==> src/rtl/led_share_pkg.sv <==
// Shared types and default sizing for the LED bank arbiter.
package led_share_pkg;

    typedef enum logic [1:0] {
        IDLE = 2'd0,
        OWN  = 2'd1,
        GAP  = 2'd2
    } state_e;

    localparam int DEF_NUM_REQ    = 3;
    localparam int DEF_LED_W      = 5;
    localparam int DEF_MIN_HOLD   = 4;
    localparam int DEF_MAX_CYCLES = 8;

    localparam int CNT_W = $clog2(DEF_MAX_CYCLES);
    localparam int IDX_W = $clog2(DEF_NUM_REQ);

endpackage

==> src/rtl/led_share_arbiter_rr_pick.sv <==
// Combinational round-robin picker: first set request at or after ptr_i, wrapping.
module rr_pick #(
    parameter int N  = 3,
    parameter int IW = 2
) (
    input  logic [N-1:0]  req_i,
    input  logic [IW-1:0] ptr_i,
    output logic [IW-1:0] winner_o,
    output logic          found_o
);

    always_comb begin
        logic [IW-1:0] idx;
        idx      = '0;
        winner_o = '0;
        found_o  = 1'b0;
        for (int k = 0; k < N; k++) begin
            idx = IW'((int'(ptr_i) + k) % N);
            if (!found_o && req_i[idx]) begin
                found_o  = 1'b1;
                winner_o = idx;
            end
        end
    end

endmodule

==> src/rtl/led_share_arbiter.sv <==
// Time-shares one LED bank between several units with min-hold / max-tenure fairness.
module led_share_arbiter
    import led_share_pkg::*;
#(
    parameter int NUM_REQ    = DEF_NUM_REQ,
    parameter int LED_W      = DEF_LED_W,
    parameter int MIN_HOLD   = DEF_MIN_HOLD,
    parameter int MAX_CYCLES = DEF_MAX_CYCLES
) (
    input  logic                     clk,
    input  logic                     rst_n,
    input  logic [NUM_REQ-1:0]       req,
    input  logic [NUM_REQ*LED_W-1:0] led_in,
    output logic [NUM_REQ-1:0]       grant,
    output logic                     busy,
    output logic [LED_W-1:0]         led_out
);

    localparam int CW = $clog2(MAX_CYCLES);
    localparam int IW = (NUM_REQ > 1) ? $clog2(NUM_REQ) : 1;

    state_e             state_q, state_d;
    logic [CW-1:0]      own_cnt_q, own_cnt_d;
    logic [IW-1:0]      rr_ptr_q, rr_ptr_d;
    logic [IW-1:0]      owner_q, owner_d;
    logic [NUM_REQ-1:0] grant_q, grant_d;
    logic [LED_W-1:0]   led_q, led_d;

    logic [IW-1:0]      winner;
    logic               found;
    logic [LED_W-1:0]   led_sel;
    logic               rel_hold, rel_max;

    rr_pick #(.N(NUM_REQ), .IW(IW)) u_rr_pick (
        .req_i    (req),
        .ptr_i    (rr_ptr_q),
        .winner_o (winner),
        .found_o  (found)
    );

    always_comb begin
        led_sel = '0;
        for (int i = 0; i < NUM_REQ; i++) begin
            if (owner_q == IW'(i)) led_sel = led_in[i*LED_W +: LED_W];
        end
    end

    assign rel_hold = (own_cnt_q >= CW'(MIN_HOLD - 1)) && !req[owner_q];
    assign rel_max  = (own_cnt_q == CW'(MAX_CYCLES - 1)) && ((req & ~grant_q) != '0);

    always_comb begin
        state_d   = state_q;
        own_cnt_d = own_cnt_q;
        rr_ptr_d  = rr_ptr_q;
        owner_d   = owner_q;
        grant_d   = '0;
        led_d     = '0;
        unique case (state_q)
            IDLE, GAP: begin
                state_d = IDLE;
                if (found) begin
                    state_d   = OWN;
                    owner_d   = winner;
                    grant_d   = NUM_REQ'(1) << winner;
                    own_cnt_d = '0;
                    rr_ptr_d  = (winner == IW'(NUM_REQ - 1)) ? '0 : winner + 1'b1;
                end
            end
            OWN: begin
                if (rel_hold || rel_max) begin
                    state_d   = GAP;
                    own_cnt_d = '0;
                end else begin
                    grant_d = grant_q;
                    led_d   = led_sel;
                    // Saturate so an uncontested owner can hold the bank forever.
                    if (own_cnt_q != CW'(MAX_CYCLES - 1)) own_cnt_d = own_cnt_q + 1'b1;
                end
            end
            default: state_d = IDLE;
        endcase
    end

    always_ff @(posedge clk or negedge rst_n) begin
        if (!rst_n) begin
            state_q   <= IDLE;
            own_cnt_q <= '0;
            rr_ptr_q  <= '0;
            owner_q   <= '0;
            grant_q   <= '0;
            led_q     <= '0;
        end else begin
            state_q   <= state_d;
            own_cnt_q <= own_cnt_d;
            rr_ptr_q  <= rr_ptr_d;
            owner_q   <= owner_d;
            grant_q   <= grant_d;
            led_q     <= led_d;
        end
    end

    assign grant   = grant_q;
    assign busy    = (state_q == OWN);
    assign led_out = led_q;

endmodule

==> config.mk <==
export PLATFORM = sky130hd
export DESIGN_NAME = led_share_arbiter
export DESIGN_NICKNAME = d
export VERILOG_FILES = /design/src/rtl/led_share_pkg.sv /design/src/rtl/led_share_arbiter_rr_pick.sv /design/src/rtl/led_share_arbiter.sv
export SDC_FILE = /design/constraint.sdc
export NUM_CORES = 1
export LEC_CHECK = 0
export CAP_MARGIN = 25
export CORE_ASPECT_RATIO = 0.9
export CORE_MARGIN = 10
export CORE_UTILIZATION = 50
export DETAILED_ROUTE_END_ITERATION = 12
export PLACE_DENSITY = 0.91
export SYNTH_ARGS = -nofsm -noshare
export SYNTH_HDL_FRONTEND = slang
export SYNTH_HIERARCHICAL = 1
export SYNTH_SLANG_ARGS = --single-unit
==> constraint.sdc <==
create_clock -name clk -period 6.1 [get_ports clk]
set_input_delay 1.22 -clock clk [delete_from_list [all_inputs] [get_ports clk]]
set_output_delay 1.22 -clock clk [all_outputs]
set_load 0.02 [all_outputs]
==> results of run 1 <==
sequential cells by signal, indices dropped and copies added, names as in the netlist:
| register | count |
|---|---|
| grant | 3 |
| state_q | 2 |
| own_cnt_q | 3 |
| rr_ptr_q | 2 |
| led_out | 5 |
| owner_q | 2 |
layout make-up:
type | instances | area [um^2] | share of cell area, %
Inverter | 12 | 45.0 | 3.29
Timing Repair Buffer | 28 | 280 | 20.5
Clock buffer | 3 | 22.5 | 1.64
Sequential cell | 17 | 425 | 31.1
Multi-Input combinational cell | 73 | 561 | 40.9
Tap cell | 25 | 31.3 | 2.28
Clock inverter | 1 | 5.00 | 0.365
kinds of logic (layout without fill, tap and decap cells):
| family | count (synthesis) | in the layout | share of synthesized area (%) |
|---|---|---|---|
| AO/OA/AOI/OAI | 24 | 24 | 16.9 |
| buffers and inverters | 15 | 44 | 6.08 |
| AND/OR/NAND/NOR | 29 | 29 | 15.3 |
| adder cells (fa/ha/maj) | 6 | 6 | 7.15 |
| multiplexers | 14 | 14 | 14.1 |
| flip-flops | 17 | 17 | 40.5 |
cell usage after synthesis (2+ instances only):
library cell and n:
ha_1 6, a211oi_1 2, mux2_2 2, inv_1 12, mux2i_1 11, nor2_1 11
nand2_1 2, nor2b_1 3, nand2b_1 2, a21o_1 5, nor3b_1 2, clkbuf_1 2
dfrtp_1 17, nand3b_1 3, o21ai_0 2, o22ai_1 2, a21oi_1 5, o21ai_1 2
per-layer routing:
metal,vias up,share of wire [%],GRT usage (%)
met2,31,46,18.8
met5,-,0,0
met3,5,10,4.95
met1,402,41,12.5
li1,425,-,-
met4,0,2.0,6.03
worst max-delay path: stages:
cell and delay (ps):
clkdlybuf4s50_1 520, mux2i_1 180, mux2i_1 170, or3_2 490
nand2b_1 260, nor2b_1 220, a41oi_2 70, mux2i_1 180
power groups by stage:
stage	registers (mW)	clock network, mW	logic, mW
after global placement	0.199	0	0.392
after CTS	0.200	0.0609	0.407
after floorplan	0.215	0	0.273
after global routing	0.208	0.0675	0.446
final	0.199	0.0581	0.405
after detailed placement	0.202	0	0.403
final timing paths:
check,start,end,slack [ps]
max,req[2],own_cnt_q[0]$_DFFE_PN0P_,3010
min,grant[1]$_DFFE_PN0P_,grant[1]$_DFFE_PN0P_,530
max reg2reg,rr_ptr_q[0]$_DFFE_PN0P_,own_cnt_q[0]$_DFFE_PN0P_,3610
min reg2reg,grant[1]$_DFFE_PN0P_,grant[1]$_DFFE_PN0P_,530
max in group asynchronous,rst_n,rr_ptr_q[0]$_DFFE_PN0P_,4290
min in group asynchronous,rst_n,own_cnt_q[0]$_DFFE_PN0P_,1350
==> flow_summary.ini, run 1 <==
[die]
row_count = 15
start_util_pct = 53.8
die_width_um = 68.3
coreArea_um2 = 1950
io_pins = 29
die_height_um = 63.5
die_area_um2 = 4340

[yosys]
ys.flop_type = dfrtp_1
netlist_area_um2 = 1050
synth_top_cell_by_area = dfrtp_1
async_flop_share_pct = 100
synth-edff-count = 0
netlist.area_leader.share_pct = 40.5
synth_area_leaders = dfrtp_1, mux2i_1, ha_1, inv_1, nor2_1
yosys_warnings = 6
synth_nets = 131
syn_inst = 105
ys_types = 32
synth_area_per_cell_um2 = 10.0
yosysSeqAreaShare_pct = 40.5
ys_ff_latch = 17

[timing]
rsz0062_at_grt = no
post-route-min-period_ps = 3090
fin_ws_ps = 3010
drv_slew = 0
setup_tns_ps = 0
holdWs_ps = 525
finalSetupViolCount = 0
hold_viol = 0
skew_ps = 6.52
relSlewSlack_pct = 51.8
period_share_pct = 50.6
tightest_slew_ps = 721
max_freq_mhz = 324

[critical_path]
critPathKind = input port to flip-flop
startpoint_type = input port
crit_arrival_ps = 3310
cp_data_required_time_ps = 6320
ff2ff_path_depth = 9
cp_max_fo = 9
cp-end-kind = flip-flop

[finish]
fin_area_um2 = 1370
antennaDiodeCount = 0
drive_above_1_share_pct = 8.21
mostFrequentLayoutCells = clkdlybuf4s50_1, dfrtp_1, inv_1, mux2i_1, nor2_1
fillers = 154
final_common_cell = clkdlybuf4s50_1
syn_to_final_growth_pct = 30.5
final_core_util_pct = 70.2
nNetsFinal = 161
finalNonFillerCells = 159

[global_route]
grt_max_degree = 18
gr-usage-all-layers_pct = 11.7
overflow = 0
grt_pass1_wl_um = 3970
grt_pass1_vias = 941
antenna_found_initial = 0

[clock_network]
cts_buffers = 3
cts_sinks = 17
holdBufCountCts = 0
insertion_delay_ps = 290
clock_tree.root_cell = clkbuf_4
htree_levels = 1
cts_resized = 0
clockBufferDepth = 2
clk_pin_slew_ps = 90
cts_tree = yes
cts_setup_buffers = 0

[power]
total_power_uw = 663
p_seq_share_pct = 30.1
swShare_pct = 42.6
comb_power_share_pct = 61.2
power.leakage_nw = 0.636
ir_drop_uv = 288
power.density_cell_area_nw_per_um2 = 484
power.share.clock_pct = 8.8
p_int_uw = 380
p_sw_uw = 282

[place]
globalplace.congestion = 0.809
dp_hpwl_um = 1920
placed_cell_area_um2 = 1340
io_buffers = 28
pre_cts_slack_ps = 2740
place_inst = 155

[drt]
firstDrtPassIters = 4
post_drt_wl_per_cell_um = 14.9
drtIter0Drc = 31
vias = 863
wl_um = 2360
drc = 0
antenna_left = 0
via_per_inst = 5.43

[status]
outcome = finished clean

[min_path]
whs_path_depth = 1
worst_hold_path_type = flip-flop to flip-flop

[flow_run]
drv_cap = 0
(Power assumes the default switching activity.)
==> run 2: changes to the inputs <==
--- a/config.mk
+++ b/config.mk
@@ -8,9 +8,9 @@
 export CAP_MARGIN = 25
 export CORE_ASPECT_RATIO = 0.9
 export CORE_MARGIN = 10
-export CORE_UTILIZATION = 50
+export CORE_UTILIZATION = 47
 export DETAILED_ROUTE_END_ITERATION = 12
-export PLACE_DENSITY = 0.91
+export PLACE_DENSITY = 0.86
 export SYNTH_ARGS = -nofsm -noshare
 export SYNTH_HDL_FRONTEND = slang
 export SYNTH_HIERARCHICAL = 1
==> constraint.sdc (replaced) <==
create_clock -name clk -period 3.2 [get_ports clk]
set_input_delay 0.64 -clock clk [delete_from_list [all_inputs] [get_ports clk]]
set_output_delay 0.64 -clock clk [all_outputs]
set_load 0.02 [all_outputs]
==> run 2 against run 1 <==
Net effect:
- register-to-register slack got worse by 2900 ps
- total power up 92%
- design area about the same
- critical endpoint unchanged
- largest power group unchanged
- highest routed layer unchanged
==> flow_summary.ini, run 2 (synthesis results as in run 1) <==
[die]
die_width_um = 69.8
coreArea_um2 = 2160
die_area_um2 = 4530
io_pins = 29
die_height_um = 64.8
start_util_pct = 48.6
row_count = 16

[critical_path]
ff2ff_path_depth = 9
crit_end = own_cnt_q[0]$_DFFE_PN0P_
cp_data_required_time_ps = 3410
crit_arrival_ps = 2770
reg2reg_from = rr_ptr_q[0]$_DFFE_PN0P_
cp-startpoint = req[2]
startpoint_type = input port
critPathKind = input port to flip-flop
cp_max_fo = 9
cp-end-kind = flip-flop
r2r-end = own_cnt_q[0]$_DFFE_PN0P_
ff2ff_setup_slack_ps = 700

[timing]
holdWs_ps = 516
hold_viol = 0
skew_ps = 8.33
finalSetupViolCount = 0
rsz0062_at_grt = no
setup_tns_ps = 0
tightest_slew_ps = 733
period_share_pct = 80.2
relSlewSlack_pct = 51.0
max_freq_mhz = 390
fin_ws_ps = 633
drv_slew = 0
post-route-min-period_ps = 2570

[finish]
final_common_cell = clkdlybuf4s50_1
largest_reg_flops = 5
antennaDiodeCount = 0
final_core_util_pct = 63.4
nNetsFinal = 161
drive_above_1_share_pct = 7.46
seqCellArea_um2 = 425
multiInputGateArea_um2 = 561
fillers = 199
mostFrequentLayoutCells = clkdlybuf4s50_1, dfrtp_1, inv_1, mux2i_1, nor2_1
syn_to_final_growth_pct = 30.6

[drt]
firstDrtPassIters = 5
vias = 882
post_drt_wl_per_cell_um = 15.4
via_per_inst = 5.48
wl_um = 2480
drc = 0
drtIter0Drc = 63
antenna_left = 0

[place]
dp_hpwl_um = 2010
pre_cts_slack_ps = 355
io_buffers = 28
globalplace.congestion = 0.791

[global_route]
grt_pass1_vias = 891
grt_pass1_wl_um = 4040
grt_max_degree = 18
gr-usage-all-layers_pct = 10.6
overflow = 0
antenna_found_initial = 0

[clock_network]
cts_tree = yes
insertion_delay_ps = 280
holdBufCountCts = 0
cts_sinks = 17
clock_tree.root_cell = clkbuf_4
cts_resized = 0
cts_setup_buffers = 0
htree_levels = 1
cts_buffers = 3
clk_pin_slew_ps = 100
clockBufferDepth = 2

[power]
ir_drop_uv = 487
power.density_cell_area_nw_per_um2 = 927
power.leakage_nw = 0.633

[min_path]
worst_hold_path_type = flip-flop to flip-flop

[flow_run]
drv_cap = 0

[status]
outcome = finished clean
==> run 2: changes by cell type in the layout (fill, tap and decap cells not counted), sizes merged <==
cell and change:
clkbuf +1, clkinv -1
==> run 2: area by class of cell <==
cell class	instances	share of cell area (%)
clock buffers	4	1.92
inverters	12	3.28
multi-input cells	73	40.9
flip-flops and latches	17	31.0
well taps	27	2.46
repair buffers	28	20.4
==> run 2: worst max-delay path, cell delays in order <==
cell	delay, ps
clkdlybuf4s50_1	520
mux2i_1	200
mux2i_1	170
or3_2	490
nand2b_1	270
nor2b_1	220
a41oi_2	70
mux2i_1	200
==> run 2: worst min-delay path by stage <==
stage | from | endpoint | slack, ps | depth (start not counted)
after detailed placement | grant[1]$_DFFE_PN0P_ | grant[1]$_DFFE_PN0P_ | 500 | 1
after global routing | grant[1]$_DFFE_PN0P_ | grant[1]$_DFFE_PN0P_ | 550 | 1
final | grant[1]$_DFFE_PN0P_ | grant[1]$_DFFE_PN0P_ | 520 | 1
after floorplan | rst_n | grant[0]$_DFFE_PN0P_ | 340 | 0
after global placement | own_cnt_q[0]$_DFFE_PN0P_ | own_cnt_q[0]$_DFFE_PN0P_ | 490 | 1
after CTS | grant[1]$_DFFE_PN0P_ | grant[1]$_DFFE_PN0P_ | 520 | 1
==> run 2: layer usage <==
layer  global-route usage [%]  part of all wire, %  up-vias
li1                         -                    -      427
met1                     12.1                   43      421
met2                     17.5                   47       32
met3                     4.41                  8.6        2
met4                     3.20                  1.1        0
met5                        0                    0        -
==> run 2: report_power, final <==
group | switching [mW] | internal, mW | leakage (nW)
Clock | 0.0629 | 0.0483 | 0.0150
Sequential | 0.0745 | 0.307 | 0.220
Combinational | 0.407 | 0.372 | 0.398
==> run 2: through the flow <==
stage,area [um^2],total power [mW],instances
final,1370,1.27,161
after global routing,1370,1.37,161
after CTS,1370,1.28,161
after detailed placement,1350,1.16,157
after global placement,1350,1.13,157
after floorplan,1050,0.931,105
==> run 3: changes to the inputs <==
==> constraint.sdc (replaced) <==
create_clock -name clk -period 2.4 [get_ports clk]
set_input_delay 0.48 -clock clk [delete_from_list [all_inputs] [get_ports clk]]
set_output_delay 0.48 -clock clk [all_outputs]
set_load 0.02 [all_outputs]
==> run 3 against run 2 <==
Net effect:
- clock skew down 4.5 ps
- clock power grew 35%
- sequential share of layout area decreased by 1.7 points
- design area is 5.7% higher
- sequential cell count unchanged
- total power is 45% higher
- non-clock buffer count is 8 higher
- register-to-register slack got worse by 520 ps
- routed wire length rose by 6.9%
- sequential power increased by 34%
- critical path type is now flip-flop to flip-flop
==> flow_summary.ini, run 3 (synthesis results as in run 1) <==
[power]
p_seq_share_pct = 27.8
p_sw_uw = 774
comb_power_share_pct = 64.0
power.share.clock_pct = 8.1
swShare_pct = 42.0
power.density_cell_area_nw_per_um2 = 1270
power.leakage_nw = 0.680
ir_drop_uv = 736
p_int_mw = 1.07

[critical_path]
reg2reg_from = rr_ptr_q[0]$_DFFE_PN0P_
critPathKind = flip-flop to flip-flop
cp-startpoint = rr_ptr_q[0]$_DFFE_PN0P_
cp_max_fo = 6
cp-end-kind = flip-flop
crit_arrival_ps = 2430
cp_data_required_time_ps = 2610
startpoint_type = flip-flop

[timing]
holdWs_ps = 536
skew_ps = 3.87
relSlewSlack_pct = 52.0
hold_viol = 0
max_freq_mhz = 450
post-route-min-period_ps = 2220
finalSetupViolCount = 0
drv_slew = 0
rsz0062_at_grt = no
tightest_slew_ps = 717
period_share_pct = 92.6

[finish]
mostFrequentLayoutCells = clkdlybuf4s50_1, dfrtp_1, inv_1, mux2i_1, nor2_1
final_core_util_pct = 67.1
finalNonFillerCells = 169
antennaDiodeCount = 0
largest_reg_flops = 5
syn_to_final_growth_pct = 38.1
seqCellArea_um2 = 425
nNetsFinal = 169
fillers = 171
multiInputGateArea_um2 = 579
drive_above_1_share_pct = 15.5
final_common_cell = clkdlybuf4s50_1

[die]
die_height_um = 64.8
die_area_um2 = 4530
start_util_pct = 48.6
coreArea_um2 = 2160
die_width_um = 69.8
io_pins = 29
row_count = 16

[clock_network]
insertion_delay_ps = 290
cts_tree = yes
clock_tree.root_cell = clkbuf_4
clockBufferDepth = 2
clk_pin_slew_ps = 90
htree_levels = 1
cts_sinks = 17
cts_buffers = 3
holdBufCountCts = 0

[drt]
drtIter0Drc = 43
drc = 0
firstDrtPassIters = 4
antenna_left = 0
wl_um = 2660
via_per_inst = 5.36
post_drt_wl_per_cell_um = 15.7
vias = 905

[place]
globalplace.congestion = 0.885
dp_hpwl_um = 2150
io_buffers = 28
place_inst = 165

[min_path]
hold_start = grant[1]$_DFFE_PN0P_
worst_hold_path_type = flip-flop to flip-flop

[status]
outcome = finished clean

[global_route]
antenna_found_initial = 0
overflow = 0
grt_max_degree = 18
grt_pass1_wl_um = 4350
gr-usage-all-layers_pct = 11.4
grt_pass1_vias = 930

[flow_run]
drv_cap = 0
==> run 3: changes by cell type in the layout (fill, tap and decap cells not counted) <==
cell,before,now
buf_4,0,8
ha_1,6,5
ha_2,0,1
nand2b_1,2,1
nand2b_4,0,1
nor2b_1,3,2
nor2b_2,0,1
nor4b_1,1,0
nor4b_2,0,1
==> run 3: metrics by stage <==
step / cell area, um^2 / total power, mW / setup TNS [ps] / setup slack (ps)
floorplan: 1050 / 1.24 / 0 / 142
global placement: 1410 / 1.60 / 0 / 46.9
detailed placement: 1410 / 1.66 / -306 / -66.1
CTS: 1430 / 1.82 / 0 / 41.4
global route: 1450 / 1.99 / 0 / 11.6
finish: 1450 / 1.84 / 0 / 178
==> run 3: power groups by stage <==
stage | combinational [mW] | clock [mW] | sequential [mW]
detailed placement | 1.14 | 0 | 0.517
floorplan | 0.695 | 0 | 0.547
CTS | 1.15 | 0.153 | 0.512
global route | 1.29 | 0.174 | 0.528
finish | 1.18 | 0.150 | 0.512
global placement | 1.10 | 0 | 0.506
==> run 3: metal layers <==
layer  track usage, %  vias up  share of wire (%)
met5                0        -                  0
li1                 -      442                  -
met4             2.96        0               0.53
met2             19.2       31                 49
met1             12.7      430                 40
met3             5.63        2                9.6
==> run 3: final cells by class <==
cell class | instances | share of cell area (%)
Timing Repair Buffer | 36 | 23.5
Clock buffer | 4 | 1.81
Multi-Input combinational cell | 73 | 39.9
Sequential cell | 17 | 29.3
Inverter | 12 | 3.11
Tap cell | 27 | 2.33
==> run 3: worst paths after layout <==
kind	cells after the start	endpoint	slack (ps)
worst max-delay path	9	own_cnt_q[0]$_DFFE_PN0P_	180
worst min-delay path	1	grant[1]$_DFFE_PN0P_	540
worst max register to register	9	own_cnt_q[0]$_DFFE_PN0P_	180
worst min register to register	1	grant[1]$_DFFE_PN0P_	540
max in group asynchronous	1	state_q[0]$_DFFE_PN0P_	1330
min in group asynchronous	1	own_cnt_q[1]$_DFFE_PN0P_	610
==> run 3: what timing repair did <==
item	in CTS	in global routing
endpoints found under the setup margin	0	10
buffers inserted	0	0
gates resized for setup	0	4
==> run 3: critical path: stages, from the launching register on <==
cell and delay (ps):
dfrtp_1 410, inv_1 60, ha_2 390, mux2i_1 190, o21ai_0 130, or3_2 460, nand2b_4 110, nor2b_2 160
a41oi_2 60, mux2i_1 180
==> RTL change, RTL diff (settings of run 1) <==
Register the output `led_out` once more, without a reset; this adds one clock of latency there. The other outputs are not delayed to match.
--- a/src/rtl/led_share_arbiter.sv
+++ b/src/rtl/led_share_arbiter.sv
@@ -102,5 +102,7 @@
     assign grant   = grant_q;
     assign busy    = (state_q == OWN);
-    assign led_out = led_q;
+    always_ff @(posedge clk) begin
+        led_out <= led_q;
+    end
 
 endmodule
Formal check against the unedited RTL: not equivalent (Yosys sat finds a counterexample within 4 cycles, from zero or initial values and one cycle with rst_n low).
==> RTL change against run 1 <==
Area after synthesis grew 9.5%; sequential power grew 27%; power grew 16%; register-to-register slack gained 0.08 ns; die area grew 6.6%; wire length grew 13%; sequential share of layout area grew 4.0 points; design area grew 9.3%; via count grew 6.5%; hold slack lost 0.17 ns; synthesized cell count grew 4.8%; sequential cell count grew 5; worst setup slack is essentially flat; critical endpoint unchanged; largest power group unchanged.
==> RTL change: results (changes against run 1) <==
[status]
status=finished clean  ; unchanged

[place]
place_congestion=0.819  ; was 0.809
dp_slack_ns=2.73  ; was 2.74 ns
dpl.cell_count=162  ; was 155
dpl.hpwl_um=2050  ; was 1920 µm

[grt]
grt_pass1_wl_um=4210  ; was 3970 µm
grt_util_all_layers=0.112  ; was 0.117
grt_pass1_vias=887  ; was 941

[setup_path]
critPathSlowestCell=clkdlybuf4s50_1  ; unchanged
reg2reg_depth=9  ; unchanged
arrival_ns=3.33  ; was 3.31 ns
r2r_end=own_cnt_q[0]  ; unchanged
r2r_slack_ns=3.69  ; was 3.61 ns

[finish]
top_regs=led_out (5), led_q (5)
fin_cells=166  ; was 159
fin_nets=166  ; was 161
final_util=0.686  ; was 0.702
drive_gt1_frac=0.0791  ; was 0.0821

[min_path]
hold_end=led_out[1]  ; was grant[1]
holdCritPathClass=flop to flop  ; unchanged
worst_hold_path.num_cells=0  ; was 1
holdCritStartpoint=led_q[1]  ; was grant[1]

[synthesis]
syn-mean-instance-area_um2=10.5  ; was 10.0 µm²
synth.top_cells.by_area=dfrtp_1 37%, mux2i_1 9.6%, dfxtp_1 8.7%, ha_1 6.5%, inv_1 3.9%  ; was dfrtp_1 41%, mux2i_1 10%, ha_1 7.2%, inv_1 4.3%, nor2_1 3.9%
synthAdderAreaFrac=0.0653  ; was 0.0715
synth-compound-area-share=0.155  ; was 0.169
synth.distinct_cells=33  ; was 32
synthArstFlopShare=0.773  ; was 1.00
synth_common_cells=17 x dfrtp_1, 12 x inv_1, 11 x mux2i_1, 11 x nor2_1, 6 x ha_1  ; unchanged
syn-num-nets=136  ; was 131
yosysSeqAreaShare=0.457  ; was 0.405
synth_mux_area_frac=0.128  ; was 0.141

[drt]
drt_wl_total_um=2670  ; was 2360 µm
drt-initial-drc-count=41  ; was 31
num_vias=919  ; was 863

[power_and_ir_drop]
vdd_drop_max_mv=0.422  ; was 0.288 mV
leakage_nw=0.687  ; was 0.636 nW

[cts]
htree_levels=1  ; unchanged
clockRootBuffer=clkbuf_4  ; unchanged
clk_pin_slew_ns=0.12  ; was 0.09 ns
worstSkewPairLatency_ns=0.31  ; was 0.29 ns
cts_max_path_buffers=2  ; unchanged

[sta]
finClkSkew_ns=0.00857  ; was 0.00652 ns
max_slew_margin=0.516  ; was 0.518

## RTL change: logic make-up (layout without fill, tap and decap cells)
| group | after synthesis | in the layout |
|---|---|---|
| and+or+nand+nor | 29 | 29 |
| DFF | 22 | 22 |
| AOI/OAI and AO/OA | 24 | 24 |
| adders and majority gates | 6 | 6 |
| buffers and inverters | 15 | 44 |
| muxes | 14 | 14 |
## RTL change: worst max path at each step
stage	from	cells past startpoint	slack, ns	to
finish	req[2]	8	3.01	own_cnt_q[0]
global route	req[2]	8	2.85	own_cnt_q[2]
CTS	req[2]	8	3.02	own_cnt_q[0]
detailed placement	req[2]	8	2.73	own_cnt_q[2]
global placement	req[2]	8	2.84	own_cnt_q[0]
floorplan	req[2]	6	3.37	owner_q[0]
## RTL change: power by group
part | internal, W | leakage, nW | switching, W
Sequential | 0.000210 | 0.261 | 0.0000423
Combinational | 0.000194 | 0.398 | 0.000213
Clock | 0.0000665 | 0.0279 | 0.0000432
## RTL change: cell type report
| class | count | area, µm² |
|---|---|---|
| Sequential cell | 22 | 526 |
| Multi-Input combinational cell | 73 | 561 |
| Fill cell | 163 | 684 |
| Clock inverter | 1 | 30.0 |
| Inverter | 12 | 45.0 |
| Timing Repair Buffer | 28 | 280 |
| Clock buffer | 3 | 22.5 |
| Tap cell | 27 | 33.8 |
## RTL change: per-layer routing
metal	track usage	wire (µm)	up-vias
li1	-	-	446
met1	0.115	1070	434
met2	0.202	1380	31
met3	0.0465	176	8
met4	0.0386	49	0
met5	0	0	-
## RTL change: metrics by stage
stage,total power [W],hold WS (ns),cell area (µm²)
finish,0.000769,0.357,1500
global route,0.000820,0.375,1500
CTS,0.000769,0.359,1500
global placement,0.000639,0.325,1450
floorplan,0.000540,0.324,1150
detailed placement,0.000655,0.330,1450
